$ cat src/rtl/atm_account_arbiter_pkg.sv
// atm_pkg: definitions shared by the account arbiter and the per-terminal
// session FSMs.
//   - operation codes carried on req_op
//   - arbiter state encoding
//   - default balance width
package atm_pkg;

  localparam int DEFAULT_BALANCE_WIDTH = 20;

  localparam logic [1:0] OP_WITHDRAW = 2'b00;
  localparam logic [1:0] OP_DEPOSIT  = 2'b01;
  localparam logic [1:0] OP_INQUIRY  = 2'b10;

  typedef enum logic [1:0] {
    IDLE  = 2'd0,
    GRANT = 2'd1,
    EXEC  = 2'd2,
    RESP  = 2'd3
  } arb_state_t;

endpackage

$ cat src/rtl/atm_account_arbiter_if.sv
// atm_account_arbiter_if: terminal request/response bus plus the
// bank-side provisioning port of the account arbiter.
//   master : driven by the terminals / provisioning side (req*, cfg*)
//   slave  : the arbiter (drives grant, done, error, rsp_balance, busy)
interface atm_account_arbiter_if
  import atm_pkg::*;
#(
  parameter int NUM_ATM       = 4,
  parameter int BALANCE_WIDTH = DEFAULT_BALANCE_WIDTH,
  parameter int NUM_ACCOUNTS  = 16,
  parameter int ACCT_WIDTH    = $clog2(NUM_ACCOUNTS)
);

  logic [NUM_ATM-1:0]               req;
  logic [2*NUM_ATM-1:0]             req_op;
  logic [ACCT_WIDTH*NUM_ATM-1:0]    req_acct;
  logic [BALANCE_WIDTH*NUM_ATM-1:0] req_value;

  logic                             cfg_we;
  logic [ACCT_WIDTH-1:0]            cfg_acct;
  logic [BALANCE_WIDTH-1:0]         cfg_balance;

  logic [NUM_ATM-1:0]               grant;
  logic [NUM_ATM-1:0]               done;
  logic                             error;
  logic [BALANCE_WIDTH-1:0]         rsp_balance;
  logic                             busy;

  modport master (
    output req, req_op, req_acct, req_value,
    output cfg_we, cfg_acct, cfg_balance,
    input  grant, done, error, rsp_balance, busy
  );

  modport slave (
    input  req, req_op, req_acct, req_value,
    input  cfg_we, cfg_acct, cfg_balance,
    output grant, done, error, rsp_balance, busy
  );

endinterface

$ cat src/rtl/atm_account_arbiter_rr.sv
// rr_arbiter: combinational round-robin pick.
//   req       : request vector, one bit per terminal
//   ptr       : terminal index where the search starts (wraps mod NUM_ATM)
//   grant     : one-hot winner (all zero when nothing is requested)
//   grant_idx : binary index of the winner
//   valid     : at least one request present
module rr_arbiter #(
  parameter  int NUM_ATM   = 4,
  localparam int PTR_WIDTH = $clog2(NUM_ATM)
) (
  input  logic [NUM_ATM-1:0]   req,
  input  logic [PTR_WIDTH-1:0] ptr,
  output logic [NUM_ATM-1:0]   grant,
  output logic [PTR_WIDTH-1:0] grant_idx,
  output logic                 valid
);

  // cand_idx[k] is the terminal checked k-th in the search, i.e. (ptr+k) mod N.
  // The sum is at most 2N-2, so a single conditional subtract wraps it.
  logic [PTR_WIDTH-1:0] cand_idx [NUM_ATM];
  logic [NUM_ATM-1:0]   rot_req;

  for (genvar gi = 0; gi < NUM_ATM; gi++) begin : g_rot
    logic [PTR_WIDTH:0] sum;
    assign sum          = {1'b0, ptr} + (PTR_WIDTH+1)'(gi);
    assign cand_idx[gi] = (sum >= (PTR_WIDTH+1)'(NUM_ATM))
                          ? PTR_WIDTH'(sum - (PTR_WIDTH+1)'(NUM_ATM))
                          : sum[PTR_WIDTH-1:0];
    assign rot_req[gi]  = req[cand_idx[gi]];
  end

  // Scan from the farthest candidate down so the nearest one to ptr wins.
  always_comb begin
    grant_idx = '0;
    valid     = 1'b0;
    for (int k = NUM_ATM - 1; k >= 0; k--) begin
      if (rot_req[k]) begin
        grant_idx = cand_idx[k];
        valid     = 1'b1;
      end
    end
    grant = valid ? (NUM_ATM'(1) << grant_idx) : '0;
  end

endmodule

$ cat src/rtl/atm_account_arbiter.sv
// atm_account_arbiter: shared account-balance store serving NUM_ATM
// terminals one at a time. Each granted request runs as an atomic
// read-modify-write through IDLE -> GRANT -> EXEC -> RESP.
//   clk, rst : clock (rising edge) and asynchronous active-high reset
//   bus      : slave side of atm_account_arbiter_if
//              (req/req_op/req_acct/req_value in, cfg_* provisioning in,
//               grant/done/error/rsp_balance/busy out)
module atm_account_arbiter
  import atm_pkg::*;
#(
  parameter int NUM_ATM       = 4,
  parameter int BALANCE_WIDTH = DEFAULT_BALANCE_WIDTH,
  parameter int NUM_ACCOUNTS  = 16,
  parameter int ACCT_WIDTH    = $clog2(NUM_ACCOUNTS)
) (
  input logic                 clk,
  input logic                 rst,
  atm_account_arbiter_if.slave bus
);

  localparam int PTR_WIDTH = $clog2(NUM_ATM);

  // Per-terminal views of the packed request operand buses.
  logic [1:0]               op_arr    [NUM_ATM];
  logic [ACCT_WIDTH-1:0]    acct_arr  [NUM_ATM];
  logic [BALANCE_WIDTH-1:0] value_arr [NUM_ATM];

  for (genvar gi = 0; gi < NUM_ATM; gi++) begin : g_unpack
    assign op_arr[gi]    = bus.req_op[gi*2 +: 2];
    assign acct_arr[gi]  = bus.req_acct[gi*ACCT_WIDTH +: ACCT_WIDTH];
    assign value_arr[gi] = bus.req_value[gi*BALANCE_WIDTH +: BALANCE_WIDTH];
  end

  // Round-robin winner among the current requests.
  logic [NUM_ATM-1:0]   win_onehot;
  logic [PTR_WIDTH-1:0] win_idx;
  logic                 win_valid;
  logic [PTR_WIDTH-1:0] ptr_reg;
  logic [PTR_WIDTH-1:0] ptr_next;

  rr_arbiter #(.NUM_ATM(NUM_ATM)) u_rr (
    .req       (bus.req),
    .ptr       (ptr_reg),
    .grant     (win_onehot),
    .grant_idx (win_idx),
    .valid     (win_valid)
  );

  assign ptr_next = (win_idx == PTR_WIDTH'(NUM_ATM - 1)) ? '0 : win_idx + 1'b1;

  // State and registered outputs.
  arb_state_t               state_reg;
  logic [NUM_ATM-1:0]       grant_reg;
  logic [NUM_ATM-1:0]       done_reg;
  logic                     error_reg;
  logic [BALANCE_WIDTH-1:0] rsp_balance_reg;

  // Transaction latched at grant time; old_reg is the balance read in GRANT.
  logic [1:0]               op_reg;
  logic [ACCT_WIDTH-1:0]    acct_reg;
  logic [BALANCE_WIDTH-1:0] value_reg;
  logic [BALANCE_WIDTH-1:0] old_reg;

  // Register-based array: reset must clear every entry, which rules out a RAM.
  logic [BALANCE_WIDTH-1:0] bal_mem [NUM_ACCOUNTS];

  // EXEC result. exec_new defaults to old so the rejected path reports old.
  logic [BALANCE_WIDTH:0]   dep_sum;
  logic [BALANCE_WIDTH-1:0] exec_new;
  logic                     exec_err;
  logic                     exec_we;

  always_comb begin
    dep_sum  = {1'b0, old_reg} + {1'b0, value_reg};
    exec_new = old_reg;
    exec_err = 1'b0;
    exec_we  = 1'b0;
    case (op_reg)
      OP_WITHDRAW: begin
        if (value_reg > old_reg) begin
          exec_err = 1'b1;
        end else begin
          exec_new = old_reg - value_reg;
          exec_we  = 1'b1;
        end
      end
      OP_DEPOSIT: begin
        if (dep_sum[BALANCE_WIDTH]) begin
          exec_err = 1'b1;
        end else begin
          exec_new = dep_sum[BALANCE_WIDTH-1:0];
          exec_we  = 1'b1;
        end
      end
      OP_INQUIRY: begin
        exec_new = old_reg;
      end
      default: begin
        exec_err = 1'b1;
      end
    endcase
  end

  always_ff @(posedge clk or posedge rst) begin
    if (rst) begin
      state_reg       <= IDLE;
      ptr_reg         <= '0;
      grant_reg       <= '0;
      done_reg        <= '0;
      error_reg       <= 1'b0;
      rsp_balance_reg <= '0;
      op_reg          <= OP_WITHDRAW;
      acct_reg        <= '0;
      value_reg       <= '0;
      old_reg         <= '0;
      for (int i = 0; i < NUM_ACCOUNTS; i++) begin
        bal_mem[i] <= '0;
      end
    end else begin
      case (state_reg)
        IDLE: begin
          // Provisioning takes the cycle; pending requests wait one more.
          if (bus.cfg_we) begin
            bal_mem[bus.cfg_acct] <= bus.cfg_balance;
          end else if (win_valid) begin
            grant_reg <= win_onehot;
            op_reg    <= op_arr[win_idx];
            acct_reg  <= acct_arr[win_idx];
            value_reg <= value_arr[win_idx];
            ptr_reg   <= ptr_next;
            state_reg <= GRANT;
          end
        end
        GRANT: begin
          old_reg   <= bal_mem[acct_reg];
          state_reg <= EXEC;
        end
        EXEC: begin
          if (exec_we) begin
            bal_mem[acct_reg] <= exec_new;
          end
          done_reg        <= grant_reg;
          error_reg       <= exec_err;
          rsp_balance_reg <= exec_new;
          state_reg       <= RESP;
        end
        RESP: begin
          done_reg  <= '0;
          grant_reg <= '0;
          state_reg <= IDLE;
        end
        default: begin
          state_reg <= IDLE;
        end
      endcase
    end
  end

  assign bus.grant       = grant_reg;
  assign bus.done        = done_reg;
  assign bus.error       = error_reg;
  assign bus.rsp_balance = rsp_balance_reg;
  assign bus.busy        = (state_reg != IDLE);

endmodule

$ cat src/flat_wrapper.sv
// flat-port wrapper written by rule: the top's interface ports become plain ports
module atm_account_arbiter_flat import atm_pkg::*;
#(
  parameter int NUM_ATM       = 4,
  parameter int BALANCE_WIDTH = DEFAULT_BALANCE_WIDTH,
  parameter int NUM_ACCOUNTS  = 16,
  parameter int ACCT_WIDTH    = $clog2(NUM_ACCOUNTS)
)
  (clk, rst, bus_req, bus_req_op, bus_req_acct, bus_req_value, bus_cfg_we, bus_cfg_acct, bus_cfg_balance, bus_grant, bus_done, bus_error, bus_rsp_balance, bus_busy);
  atm_account_arbiter_if #(.NUM_ATM(NUM_ATM), .BALANCE_WIDTH(BALANCE_WIDTH), .NUM_ACCOUNTS(NUM_ACCOUNTS), .ACCT_WIDTH(ACCT_WIDTH)) bus_i ();
  input logic clk;
  input logic rst;
  input wire logic [$bits(bus_i.req)-1:0] bus_req;
  input wire logic [$bits(bus_i.req_op)-1:0] bus_req_op;
  input wire logic [$bits(bus_i.req_acct)-1:0] bus_req_acct;
  input wire logic [$bits(bus_i.req_value)-1:0] bus_req_value;
  input wire logic [$bits(bus_i.cfg_we)-1:0] bus_cfg_we;
  input wire logic [$bits(bus_i.cfg_acct)-1:0] bus_cfg_acct;
  input wire logic [$bits(bus_i.cfg_balance)-1:0] bus_cfg_balance;
  output wire logic [$bits(bus_i.grant)-1:0] bus_grant;
  output wire logic [$bits(bus_i.done)-1:0] bus_done;
  output wire logic [$bits(bus_i.error)-1:0] bus_error;
  output wire logic [$bits(bus_i.rsp_balance)-1:0] bus_rsp_balance;
  output wire logic [$bits(bus_i.busy)-1:0] bus_busy;
  assign bus_i.req = bus_req;
  assign bus_i.req_op = bus_req_op;
  assign bus_i.req_acct = bus_req_acct;
  assign bus_i.req_value = bus_req_value;
  assign bus_i.cfg_we = bus_cfg_we;
  assign bus_i.cfg_acct = bus_cfg_acct;
  assign bus_i.cfg_balance = bus_cfg_balance;
  assign bus_grant = bus_i.grant;
  assign bus_done = bus_i.done;
  assign bus_error = bus_i.error;
  assign bus_rsp_balance = bus_i.rsp_balance;
  assign bus_busy = bus_i.busy;
  atm_account_arbiter #(.NUM_ATM(NUM_ATM), .BALANCE_WIDTH(BALANCE_WIDTH), .NUM_ACCOUNTS(NUM_ACCOUNTS), .ACCT_WIDTH(ACCT_WIDTH)) u_core (.clk(clk), .rst(rst), .bus(bus_i));
endmodule
$ cat config.mk
export PLATFORM = sky130hd
export DESIGN_NAME = atm_account_arbiter_flat
export DESIGN_NICKNAME = d
export VERILOG_FILES = /design/src/rtl/atm_account_arbiter_pkg.sv /design/src/rtl/atm_account_arbiter_if.sv /design/src/rtl/atm_account_arbiter_rr.sv /design/src/rtl/atm_account_arbiter.sv /design/src/flat_wrapper.sv
export SDC_FILE = /design/constraint.sdc
export NUM_CORES = 1
export LEC_CHECK = 0
export CORE_MARGIN = 2
export CORE_UTILIZATION = 25
export CTS_BUF_LIST = sky130_fd_sc_hd__clkbuf_8
export DETAILED_ROUTE_END_ITERATION = 16
export MAX_ROUTING_LAYER = met4
export PLACE_DENSITY = 0.41
export SYNTH_ARGS = -nofsm -noshare
export SYNTH_HDL_FRONTEND = slang
export SYNTH_HIERARCHICAL = 1
export SYNTH_SLANG_ARGS = --single-unit
$ cat constraint.sdc
create_clock -name clk -period 18.9 [get_ports clk]
set_clock_uncertainty 0.15 [all_clocks]
set_input_delay 1.89 -clock clk [delete_from_list [all_inputs] [get_ports clk]]
set_output_delay 1.89 -clock clk [all_outputs]
set_load 0.005 [all_outputs]
==> summary.md <==
| Metric | Value |
|---|---|
| # IOs | `165` |
| Biggest register | `u_core/bal_mem` |
| WP data required | `19.34 ns` |
| Core footprint | `96700 µm²` |
| Hold_ws | `0.334 ns` |
| CTS buffer count | `79` |
| Total track usage | `20.4%` |
| GR met3 Demand/Resource | `3.79%` |
| Die ar. | `100000 µm²` |
| DRC Markers | `0` |
| Clock root buffer | `clkbuf_8` |
| Via count | `21700` |
| Max reg flops | `320` |
| Post-layout util | `29.9%` |
| Area delta synth->final | `18.5%` |
| PostCTS Resize Cnt | `0` |
| Synth area leader | `dfrtp_1` |
| Tot Pwr | `4.10 mW` |
| VDD IR-drop max | `0.0000767 V` |
| Final period util | `31.7%` |
| Synth Net Count | `2666` |
| Post-synth EDFFs | `0` |
| Count leader, synth | `dfrtp_1` |
| CP Cell Sequence | `inv_1, fa_1, o21bai_1, o2111ai_1, a31o_2, o2111ai_2, a211oi_4, buf_4, o311a_1, nand2_1, o211ai_1` |
| Rows | `114` |
| Later-pin clock latency in the skew report | `0.71 ns` |
| Port bufs | `164` |
| DR iter-0 viols | `1913` |
| CP arrival | `6.43 ns` |
| DRT Pass-1 Iters | `6` |
| Syn_area_per_cell | `9.83 µm²` |
| Routing usage on met2 | `31.8%` |
| Die width | `317 µm` |
| Routed WL per cell | `25.8 µm` |
| Crit Path Class | `reg -> reg` |
| DP Wirelength | `68.6 mm` |
| Max cap viols | `0` |
| Initial core utilization | `25.3%` |
| Most used DFF post-synth | `dfrtp_1` |
| HP Class | `reg -> reg` |
| Synthesized instance count | `2484` |
| Syn Std Cell Area | `24400 µm²` |
| Slew HR | `7.76%` |
| Maximum number of pins on one net before global-route repair | `80` |
| Number of antenna violations at the first check in global routing | `4` |
| Gr ovfl total | `0` |
| Via density | `5.59` |
| Fmax | `0.167 GHz` |
| Worst-path clk slew | `0.06 ns` |
| Crit-path leading delay family | `compound AO/OA/AOI/OAI gates` |
| Distinct cells, synth | `80` |
| Endpoint class of the critical path | `register` |
| CTS H-Tree Depth | `3` |
| CTS tree | `yes` |
| Grt peak-use layer | `met2` |
| Chip height | `317 µm` |
| Top post-synthesis cells by count | `399 x dfrtp_1, 317 x nand2_1, 242 x o211ai_1, 239 x nand3_1, 157 x nor2_1` |
| RSZ-0062 raised after global routing | `no` |
| Final Setup Violations | `0` |
| Critical path peak fanout | `36` |
| Vias in the first global route | `22000` |
| Layout cells sized above 1 | `16.0%` |
| # Post-CTS Setup Buffers | `0` |
| Grt met1 use | `27.1%` |
| Status | `complete, no violations` |
| Routed Antenna Nets | `0` |
| Yosys top cell area share | `40.9%` |
| Sequential element share of the synthesized area | `40.9%` |
| Final Critical Period | `6.00 ns` |
| Num Clock Sinks | `399` |
| Pwr/cell area | `141 nW/µm²` |
| First-pass GRT wire length | `149 mm` |
| Post-synthesis register bit count | `399` |
| Slowest cell on the critical path | `o311a_1` |
| WP buf/inv | `2` |
| Measured slew at the worst slew-check pin | `1.38 ns` |
| Final Hold Vio Count | `0` |
| Maximum clock path buffer count | `3` |
| Gpl congestion | `0.869` |
| Slowest stage delay, CP | `1.00 ns` |
| Cts hold-fix bufs | `0` |
| Fraction of registers with async set/reset | `100%` |
| YS warnings | `6` |
| Setup TNS | `0 ns` |
| Nets | `2727` |
| Detailed Route WL | `100 mm` |
| Fin. max-slew vios | `0` |
| Top cells by area, synth | `dfrtp_1 41%, mux4_2 12%, o211ai_1 7.4%, nand3_1 4.9%, nand2_1 4.9%` |
| Startpoint types | `register` |
| Leakage power | `11.3 nW` |
## per-layer routing
layer  vias to the layer above  share of wire [%]
li1                       9475                  -
met3                       167                7.0
met5                         -                  0
met2                       904                 46
met1                     11200                 44
met4                         0                2.3
## logic make-up (layout without fill, tap and decap cells)
| family | Yosys count | count (layout) | synth area share (%) |
|---|---|---|---|
| multiplexers | 211 | 211 | 15.3 |
| flip-flops | 399 | 399 | 40.9 |
| AND/OR/NAND/NOR | 874 | 874 | 16.4 |
| buffers and inverters | 286 | 408 | 5.21 |
| adder cells (fa/ha/maj) | 47 | 47 | 2.47 |
| other | 0 | 3 | 0 |
| AO/OA/AOI/OAI | 667 | 667 | 19.7 |
## final timing paths
kind	startpoint	end	slack (ns)	cells after the start
max in group asynchronous	rst	u_core/old_reg[2]	14.77	4
hold reg to reg	u_core/bal_mem[241]	u_core/bal_mem[241]	0.33	2
setup / recovery	u_core/old_reg[1]	u_core/bal_mem[7]	12.90	11
min in group asynchronous	rst	u_core/bus.rsp_balance[18]	1.53	2
hold / removal	u_core/bal_mem[241]	u_core/bal_mem[241]	0.33	2
setup reg to reg	u_core/old_reg[1]	u_core/bal_mem[7]	12.90	11
## placed cells by master (no fill, tap or decap), types with 15 or more instances in the layout
| cell type | Yosys | layout |
|---|---|---|
| dfrtp_1 | 399 | 396 |
| nand3_1 | 239 | 239 |
| a22oi_1 | 25 | 25 |
| clkbuf_8 | 0 | 101 |
| nand2_1 | 317 | 317 |
| nor2_1 | 157 | 157 |
| buf_4 | 19 | 49 |
| mux2i_1 | 40 | 40 |
| o311ai_4 | 3 | 15 |
| mux2_2 | 45 | 45 |
| o21ai_1 | 16 | 15 |
| nor4_1 | 34 | 32 |
| o211ai_1 | 242 | 242 |
| o21ai_0 | 111 | 111 |
| mux4_2 | 126 | 126 |
| a21oi_1 | 125 | 125 |
| o311a_1 | 16 | 16 |
| nand2b_1 | 16 | 16 |
| nor3_1 | 26 | 19 |
| ha_1 | 45 | 44 |
| nor2b_1 | 29 | 23 |
| clkdlybuf4s50_1 | 0 | 164 |
| inv_1 | 53 | 81 |
## stage by stage
step | area [µm²] | worst slack (ns) | instances
detailed placement | 27300 | 12.66 | 3740
global placement | 27300 | 12.78 | 3740
global route | 28900 | 12.71 | 3884
CTS | 28900 | 12.88 | 3882
finish | 28900 | 12.90 | 3885
floorplan | 24400 | 5.76 | 2484
## power by group
| group | total (mW) | switching (mW) | leakage [nW] | internal [mW] |
|---|---|---|---|---|
| sequential | 1.20 | 0.156 | 5.40 | 1.05 |
| clock | 0.897 | 0.418 | 0.924 | 0.479 |
| combinational | 2.00 | 1.32 | 4.94 | 0.677 |
| total | 4.10 | 1.89 | 11.3 | 2.20 |
## area by class of cell
cell class	count	area, µm²
clock buffer	101	1390
multi-input combinational	1799	13500
fill	10000	67800
timing repair buffer	213	2010
antenna	3	7.51
sequential	399	9990
inverter	53	206
clock inverter	41	198
tap	1276	1600
## worst reg2reg max path, stage by stage (launching register included)
cell	delay [ns]
dfrtp_1	0.39
inv_1	0.24
fa_1	0.31
o21bai_1	0.12
o2111ai_1	0.29
a31o_2	0.30
o2111ai_2	0.18
a211oi_4	0.84
buf_4	0.74
o311a_1	1.06
nand2_1	0.85
o211ai_1	0.44
No activity file was read; power rests on OpenSTA's default activity.
